`src/rtl/wisc_shift_pkg.sv`:
```
// Shared definitions for the WISC multi-cycle shift/rotate unit.
// Holds the operation encodings, the sequencer state encodings and the
// default datapath sizes. The shift unit and the EX-stage decoder both
// import this package, so an opcode has one encoding everywhere.
// No ports (package).
package wisc_shift_pkg;

    localparam int SHIFT_WIDTH = 16;
    localparam int SHIFT_CNT_W = 4;

    typedef enum logic [1:0] {
        OP_SLL = 2'b00,
        OP_SRA = 2'b01,
        OP_ROR = 2'b10,
        OP_ROL = 2'b11
    } shift_op_t;

    typedef enum logic [1:0] {
        IDLE  = 2'b00,
        SHIFT = 2'b01,
        DONE  = 2'b10
    } shift_state_t;

endpackage

```
`src/rtl/seq_shift_unit_if.sv`:
```
// Request/response bundle between the ALU issue logic and the
// multi-cycle shift unit.
// Signals:
//   start   - request; only acted on while the unit is idle
//   op      - operation code (see wisc_shift_pkg::shift_op_t)
//   data_in - operand, captured together with start
//   amt     - shift/rotate amount, captured together with start
//   busy    - unit is working and will ignore start
//   done    - one-cycle pulse marking a valid result
//   result  - operand register contents
//   zero    - result is all zeros
// The master modport is the requester; the slave modport is the shift unit.
interface seq_shift_unit_if #(
    parameter int WIDTH = 16,
    parameter int CNT_W = 4
) ();

    logic             start;
    logic [1:0]       op;
    logic [WIDTH-1:0] data_in;
    logic [CNT_W-1:0] amt;
    logic             busy;
    logic             done;
    logic [WIDTH-1:0] result;
    logic             zero;

    modport master (
        output start, op, data_in, amt,
        input  busy, done, result, zero
    );

    modport slave (
        input  start, op, data_in, amt,
        output busy, done, result, zero
    );

endinterface

```
`src/rtl/shift_step.sv`:
```
// One-bit shift/rotate step.
// Ports:
//   r      (in,  WIDTH) current register value
//   op     (in,  2)     operation code
//   r_next (out, WIDTH) value after moving one bit position
// Purely combinational; the sequencer applies it once per cycle.
module shift_step
    import wisc_shift_pkg::*;
#(
    parameter int WIDTH = SHIFT_WIDTH
) (
    input  logic [WIDTH-1:0] r,
    input  logic [1:0]       op,
    output logic [WIDTH-1:0] r_next
);

    always_comb begin
        r_next = r;
        case (shift_op_t'(op))
            OP_SLL: r_next = {r[WIDTH-2:0], 1'b0};
            OP_SRA: r_next = {r[WIDTH-1], r[WIDTH-1:1]};
            OP_ROR: r_next = {r[0], r[WIDTH-1:1]};
            OP_ROL: r_next = {r[WIDTH-2:0], r[WIDTH-1]};
        endcase
    end

endmodule

```
`src/rtl/seq_shift_unit.sv`:
```
// Multi-cycle shift/rotate unit: SLL, SRA, ROR and ROL, one bit per clock.
// Ports:
//   clk (in)  system clock, rising edge
//   rst (in)  asynchronous active-high reset
//   bus (slave modport of seq_shift_unit_if): start/op/data_in/amt in,
//       busy/done/result/zero out
// An accepted start loads the operand, amount and op; the register is then
// stepped once per SHIFT cycle until the count runs out, and done pulses
// for one cycle. result is the register itself and stays put until the
// next accepted start.
module seq_shift_unit
    import wisc_shift_pkg::*;
#(
    parameter int WIDTH = SHIFT_WIDTH,
    parameter int CNT_W = SHIFT_CNT_W
) (
    input logic           clk,
    input logic           rst,
    seq_shift_unit_if.slave bus
);

    shift_state_t     state;
    shift_state_t     state_next;
    logic [WIDTH-1:0] shift_reg;
    logic [WIDTH-1:0] step_value;
    logic [CNT_W-1:0] count;
    logic [1:0]       op_q;
    logic             accept;

    // A start is only taken while idle; anything arriving in SHIFT or DONE is dropped.
    assign accept = (state == IDLE) && bus.start;

    shift_step #(.WIDTH(WIDTH)) u_step (
        .r      (shift_reg),
        .op     (op_q),
        .r_next (step_value)
    );

    // Sequencer state register.
    always_ff @(posedge clk or posedge rst) begin
        if (rst) begin
            state <= IDLE;
        end else begin
            state <= state_next;
        end
    end

    // Next-state logic. A zero amount skips SHIFT entirely, so SHIFT is
    // never entered with a zero count and the decrement cannot wrap.
    always_comb begin
        state_next = state;
        case (state)
            IDLE: begin
                if (bus.start) begin
                    state_next = (bus.amt == '0) ? DONE : SHIFT;
                end
            end
            SHIFT: begin
                if (count == CNT_W'(1)) begin
                    state_next = DONE;
                end
            end
            DONE:    state_next = IDLE;
            default: state_next = IDLE;
        endcase
    end

    // Operand register, remaining count and latched op. These are only
    // written on acceptance or while shifting, so input changes after
    // acceptance have no effect and the result holds after done.
    always_ff @(posedge clk or posedge rst) begin
        if (rst) begin
            shift_reg <= '0;
            count     <= '0;
            op_q      <= OP_SLL;
        end else if (accept) begin
            shift_reg <= bus.data_in;
            count     <= bus.amt;
            op_q      <= bus.op;
        end else if (state == SHIFT) begin
            shift_reg <= step_value;
            count     <= count - CNT_W'(1);
        end
    end

    // Status outputs come straight from registered state, so they carry no
    // combinational path from the request inputs.
    assign bus.busy   = (state != IDLE);
    assign bus.done   = (state == DONE);
    assign bus.result = shift_reg;
    assign bus.zero   = (shift_reg == '0);

endmodule

```
`src/flat_wrapper.sv`:
```
// flat-port wrapper written by rule: the top's interface ports become plain ports
module seq_shift_unit_flat import wisc_shift_pkg::*;
#(
    parameter int WIDTH = SHIFT_WIDTH,
    parameter int CNT_W = SHIFT_CNT_W
)
  (clk, rst, bus_start, bus_op, bus_data_in, bus_amt, bus_busy, bus_done, bus_result, bus_zero);
  seq_shift_unit_if #(.WIDTH(WIDTH), .CNT_W(CNT_W)) bus_i ();
  input logic clk;
  input logic rst;
  input wire logic [$bits(bus_i.start)-1:0] bus_start;
  input wire logic [$bits(bus_i.op)-1:0] bus_op;
  input wire logic [$bits(bus_i.data_in)-1:0] bus_data_in;
  input wire logic [$bits(bus_i.amt)-1:0] bus_amt;
  output wire logic [$bits(bus_i.busy)-1:0] bus_busy;
  output wire logic [$bits(bus_i.done)-1:0] bus_done;
  output wire logic [$bits(bus_i.result)-1:0] bus_result;
  output wire logic [$bits(bus_i.zero)-1:0] bus_zero;
  assign bus_i.start = bus_start;
  assign bus_i.op = bus_op;
  assign bus_i.data_in = bus_data_in;
  assign bus_i.amt = bus_amt;
  assign bus_busy = bus_i.busy;
  assign bus_done = bus_i.done;
  assign bus_result = bus_i.result;
  assign bus_zero = bus_i.zero;
  seq_shift_unit #(.WIDTH(WIDTH), .CNT_W(CNT_W)) u_core (.clk(clk), .rst(rst), .bus(bus_i));
endmodule
```
`config.mk`:
```
export PLATFORM = sky130hd
export DESIGN_NAME = seq_shift_unit_flat
export DESIGN_NICKNAME = d
export VERILOG_FILES = /design/src/rtl/wisc_shift_pkg.sv /design/src/rtl/seq_shift_unit_if.sv /design/src/rtl/shift_step.sv /design/src/rtl/seq_shift_unit.sv /design/src/flat_wrapper.sv
export SDC_FILE = /design/constraint.sdc
export NUM_CORES = 1
export LEC_CHECK = 0
export CORE_MARGIN = 3
export CORE_UTILIZATION = 41
export DETAILED_ROUTE_END_ITERATION = 10
export PLACE_DENSITY = 0.74
export SLEW_MARGIN = 20
export SYNTH_ARGS = -nofsm -noshare
export SYNTH_HDL_FRONTEND = slang
export SYNTH_SLANG_ARGS = --single-unit
```
`constraint.sdc`:
```
create_clock -name clk -period 1.3 [get_ports clk]
set_input_delay 0.325 -clock clk [delete_from_list [all_inputs] [get_ports clk]]
set_output_delay 0.325 -clock clk [all_outputs]
set_load 0.03 [all_outputs]
```
==> qor.yml <==
grt_pass1_vias: 1500
multi_input_comb_area_mm2: 0.00102
layout-area-overhead-vs-synth_pct: 115
critical_path_class: "flop to output port"
vdd.ir_drop.worst_uv: 1590
wl_met2_um: 3460
place.detailed.hpwl_um: 2960
period_minus_slack_ps: 1960
pwr_density_cell_mw_per_mm2: 3000
die_y_um: 63.1
initial_utilization_pct: 43.4
grt_start_max_net_pins: 25
layout_cell_share_with_drive_strength_beyond_1_pct: 65.0
timing.final.setup_violations: 43
detailroute.via_count: 1656
crit_arrival_ps: 1630
total_routing_resource_utilization_after_global_routing_pct: 22.4
worstSetupEndpoint: "bus_zero"
die_width_um: 63.1
finalWeightedCongestion: 0.865
final-hold-violation-count: 0
global_route.overflow_total: 0
antenna_cells_inserted: 0
mappedNetlistNets: 157
synth_largest_area_cell: "sky130_fd_sc_hd__dfrtp_1"
avgRoutedWirePerCell_um: 23.9
grt_pass1_wl_um: 7070
floorplan.io_pins: 44
dr_wl_met3_um: 407
ys.warnings.count: 0
synth_top_flop_cell: "sky130_fd_sc_hd__dfrtp_1"
ant_nets: 0
p_leak_nw: 1.22
crit_fanout: 2
share_of_the_yosys_chip_area_belonging_to_registers_pct: 45.0
finish.utilization_pct: 93.1
fin_nets: 262
fillCellCount: 94
post_synth_num_cell_types: 36
r2r_start: "u_core.state[0]$_DFFE_PP0P_"
grt_antenna_before_repair: 0
clkSinkCount: 24
detail_route.vias_per_cell: 5.96
reg2reg_depth: 5
endpoint_kind: "output port"
h-tree-depth: 1
route.detailed.drc: 0
finalSetupTns_ps: -6630
first_iter_violations: 141
fp.coreArea_mm2: 0.00308
floorplan.rows: 20
worst_setup_path_startpoint: "u_core.bus.result[3]$_DFFE_PP0P_"
numCtsBuffers: 3
routed_wl_um: 6650
yosysTopAreaCellShare_pct: 45.0
grt_setup_unrepaired: "yes"
worst_r2r_endpoint: "u_core.bus.result[8]$_DFFE_PP0P_"
max-cap-violations: 0
status: "finished, violations left"
synth_seq_cells: 24
timing.final.max_slew_violations: 0
max_layer_used: "met4"
setup.worst_path.start_class: "flop"
tightest_slew_ps: 665
met1_wirelength_um: 2520
clock_latency_ps: 330
synthesis.area_per_instance_um2: 10.3
firstDrtPassIters: 4
area_occupied_by_registers_um2: 616
r2r_setup_slack_ps: -270
worst_slew_margin_rel_pct: 55.2
cts-hold-fix-buffers: 0
finalPower_w: 0.00859
finalWorstSetupSlack_ps: -658
f_max_mhz: 511
violations: "setup timing"
layout_worst_path_cycle_share_pct: 151
synth_enable_flop_cells: 0
hold_path.class: "primary input to async pin"
clk_pin_slew_worst_paths_ps: 150
ctsLongestPathBuffers: 2
skew_ps: 10.3
yosys-top-cells-area: "sky130_fd_sc_hd__dfrtp_1, sky130_fd_sc_hd__mux2i_1, sky130_fd_sc_hd__o22ai_1, sky130_fd_sc_hd__a21oi_1, sky130_fd_sc_hd__nand2_1"
netlist_instances: 130
timing.critical_path.required_ps: 980
numPortBuffers: 43
tritoncts: "done"
syn_area_mm2: 0.00134
postSynth.asyncResetShare_pct: 100
cts_root_buf: "sky130_fd_sc_hd__clkbuf_4"
die_area_mm2: 0.00398
-- cells by family after synthesis --
kind of cell | Yosys count | synth area share (%)
AND/OR/NAND/NOR | 30 | 13.5
flip-flops | 24 | 45.0
buffers and inverters | 13 | 5.25
AO/OA/AOI/OAI | 45 | 21.2
multiplexers | 14 | 10.5
XOR/XNOR | 2 | 2.72
adder cells (fa/ha/maj) | 2 | 1.87
-- synth_stat cells (2+ instances only) --
master,count
sky130_fd_sc_hd__dfrtp_1,24
sky130_fd_sc_hd__o21ai_0,3
sky130_fd_sc_hd__a21oi_1,16
sky130_fd_sc_hd__nand2b_1,2
sky130_fd_sc_hd__inv_1,4
sky130_fd_sc_hd__clkbuf_1,4
sky130_fd_sc_hd__buf_2,4
sky130_fd_sc_hd__o22ai_1,15
sky130_fd_sc_hd__o31ai_1,2
sky130_fd_sc_hd__ha_1,2
sky130_fd_sc_hd__nor4_1,5
sky130_fd_sc_hd__mux2i_1,14
sky130_fd_sc_hd__nor2b_1,2
sky130_fd_sc_hd__nand2_1,10
sky130_fd_sc_hd__and3b_1,2
-- cells in the final DEF (no fill, tap or decap), types with 6 or more instances in the layout --
cell / count
sky130_fd_sc_hd__buf_4: 35
sky130_fd_sc_hd__clkdlybuf4s50_1: 24
sky130_fd_sc_hd__dfrtp_1: 12
sky130_fd_sc_hd__o22ai_2: 6
sky130_fd_sc_hd__mux2i_1: 14
sky130_fd_sc_hd__a21oi_2: 9
sky130_fd_sc_hd__buf_6: 42
sky130_fd_sc_hd__dfrtp_2: 12
sky130_fd_sc_hd__o22ai_4: 9
sky130_fd_sc_hd__a21oi_1: 7
-- registers in the layout (all words and copies together), names as in the netlist --
signal,count
u_core.op_q,2
u_core.count,4
u_core.state,2
u_core.bus.result,16
-- how the worst min path moves through the flow --
stage,to,cells past startpoint,slack (ps)
2_1_floorplan,u_core.bus.result[10]$_DFFE_PP0P_,1,340
3_3_place_gp,u_core.count[3]$_DFFE_PP0P_,1,540
3_5_place_dp,u_core.count[3]$_DFFE_PP0P_,1,530
4_1_cts,u_core.count[1]$_DFFE_PP0P_,3,320
5_1_grt,u_core.bus.result[1]$_DFFE_PP0P_,3,330
6_report,u_core.bus.result[1]$_DFFE_PP0P_,3,300
-- routing by layer --
layer / track usage [%] / vias up
li1: - / 697
met1: 25.7 / 837
met2: 42.6 / 101
met3: 2.85 / 21
met4: 6.89 / 0
met5: 0 / -
-- area by class of cell --
| class | count | area share (%) |
|---|---|---|
| timing repair buffer | 109 | 39.1 |
| tap | 44 | 1.92 |
| inverter | 4 | 0.524 |
| sequential | 24 | 21.5 |
| multi-input combinational | 93 | 35.7 |
| clock buffer | 4 | 1.27 |
-- power breakdown --
part / switching (W) / internal [W] / total, W
clock: 0.000250 / 0.000172 / 0.000422
combinational: 0.00322 / 0.00336 / 0.00659
sequential: 0.000428 / 0.00115 / 0.00158
-- worst max-delay path, stage by stage, from the launching register on --
cell	delay, ps
sky130_fd_sc_hd__dfrtp_2	460
sky130_fd_sc_hd__nor4_2	400
sky130_fd_sc_hd__and4_4	310
sky130_fd_sc_hd__buf_6	130
-- what timing repair did --
item,in CTS,in global routing
cloned,0,2
hold endpoints to repair,0,0
endpoints found under the setup margin,43,43
setup buffers,3,29
resized for setup,58,68
pin swaps,4,12
-- per-stage QoR --
step	hold slack [ps]	instances	setup WS (ps)	area, um2
after global placement	543	244	-465	2040
after global routing	329	278	-678	2870
after floorplan	339	130	-85.3	1380
final	295	278	-658	2870
after detailed placement	533	244	-519	2040
after CTS	321	251	-448	2350
(Power assumes the default switching activity.)
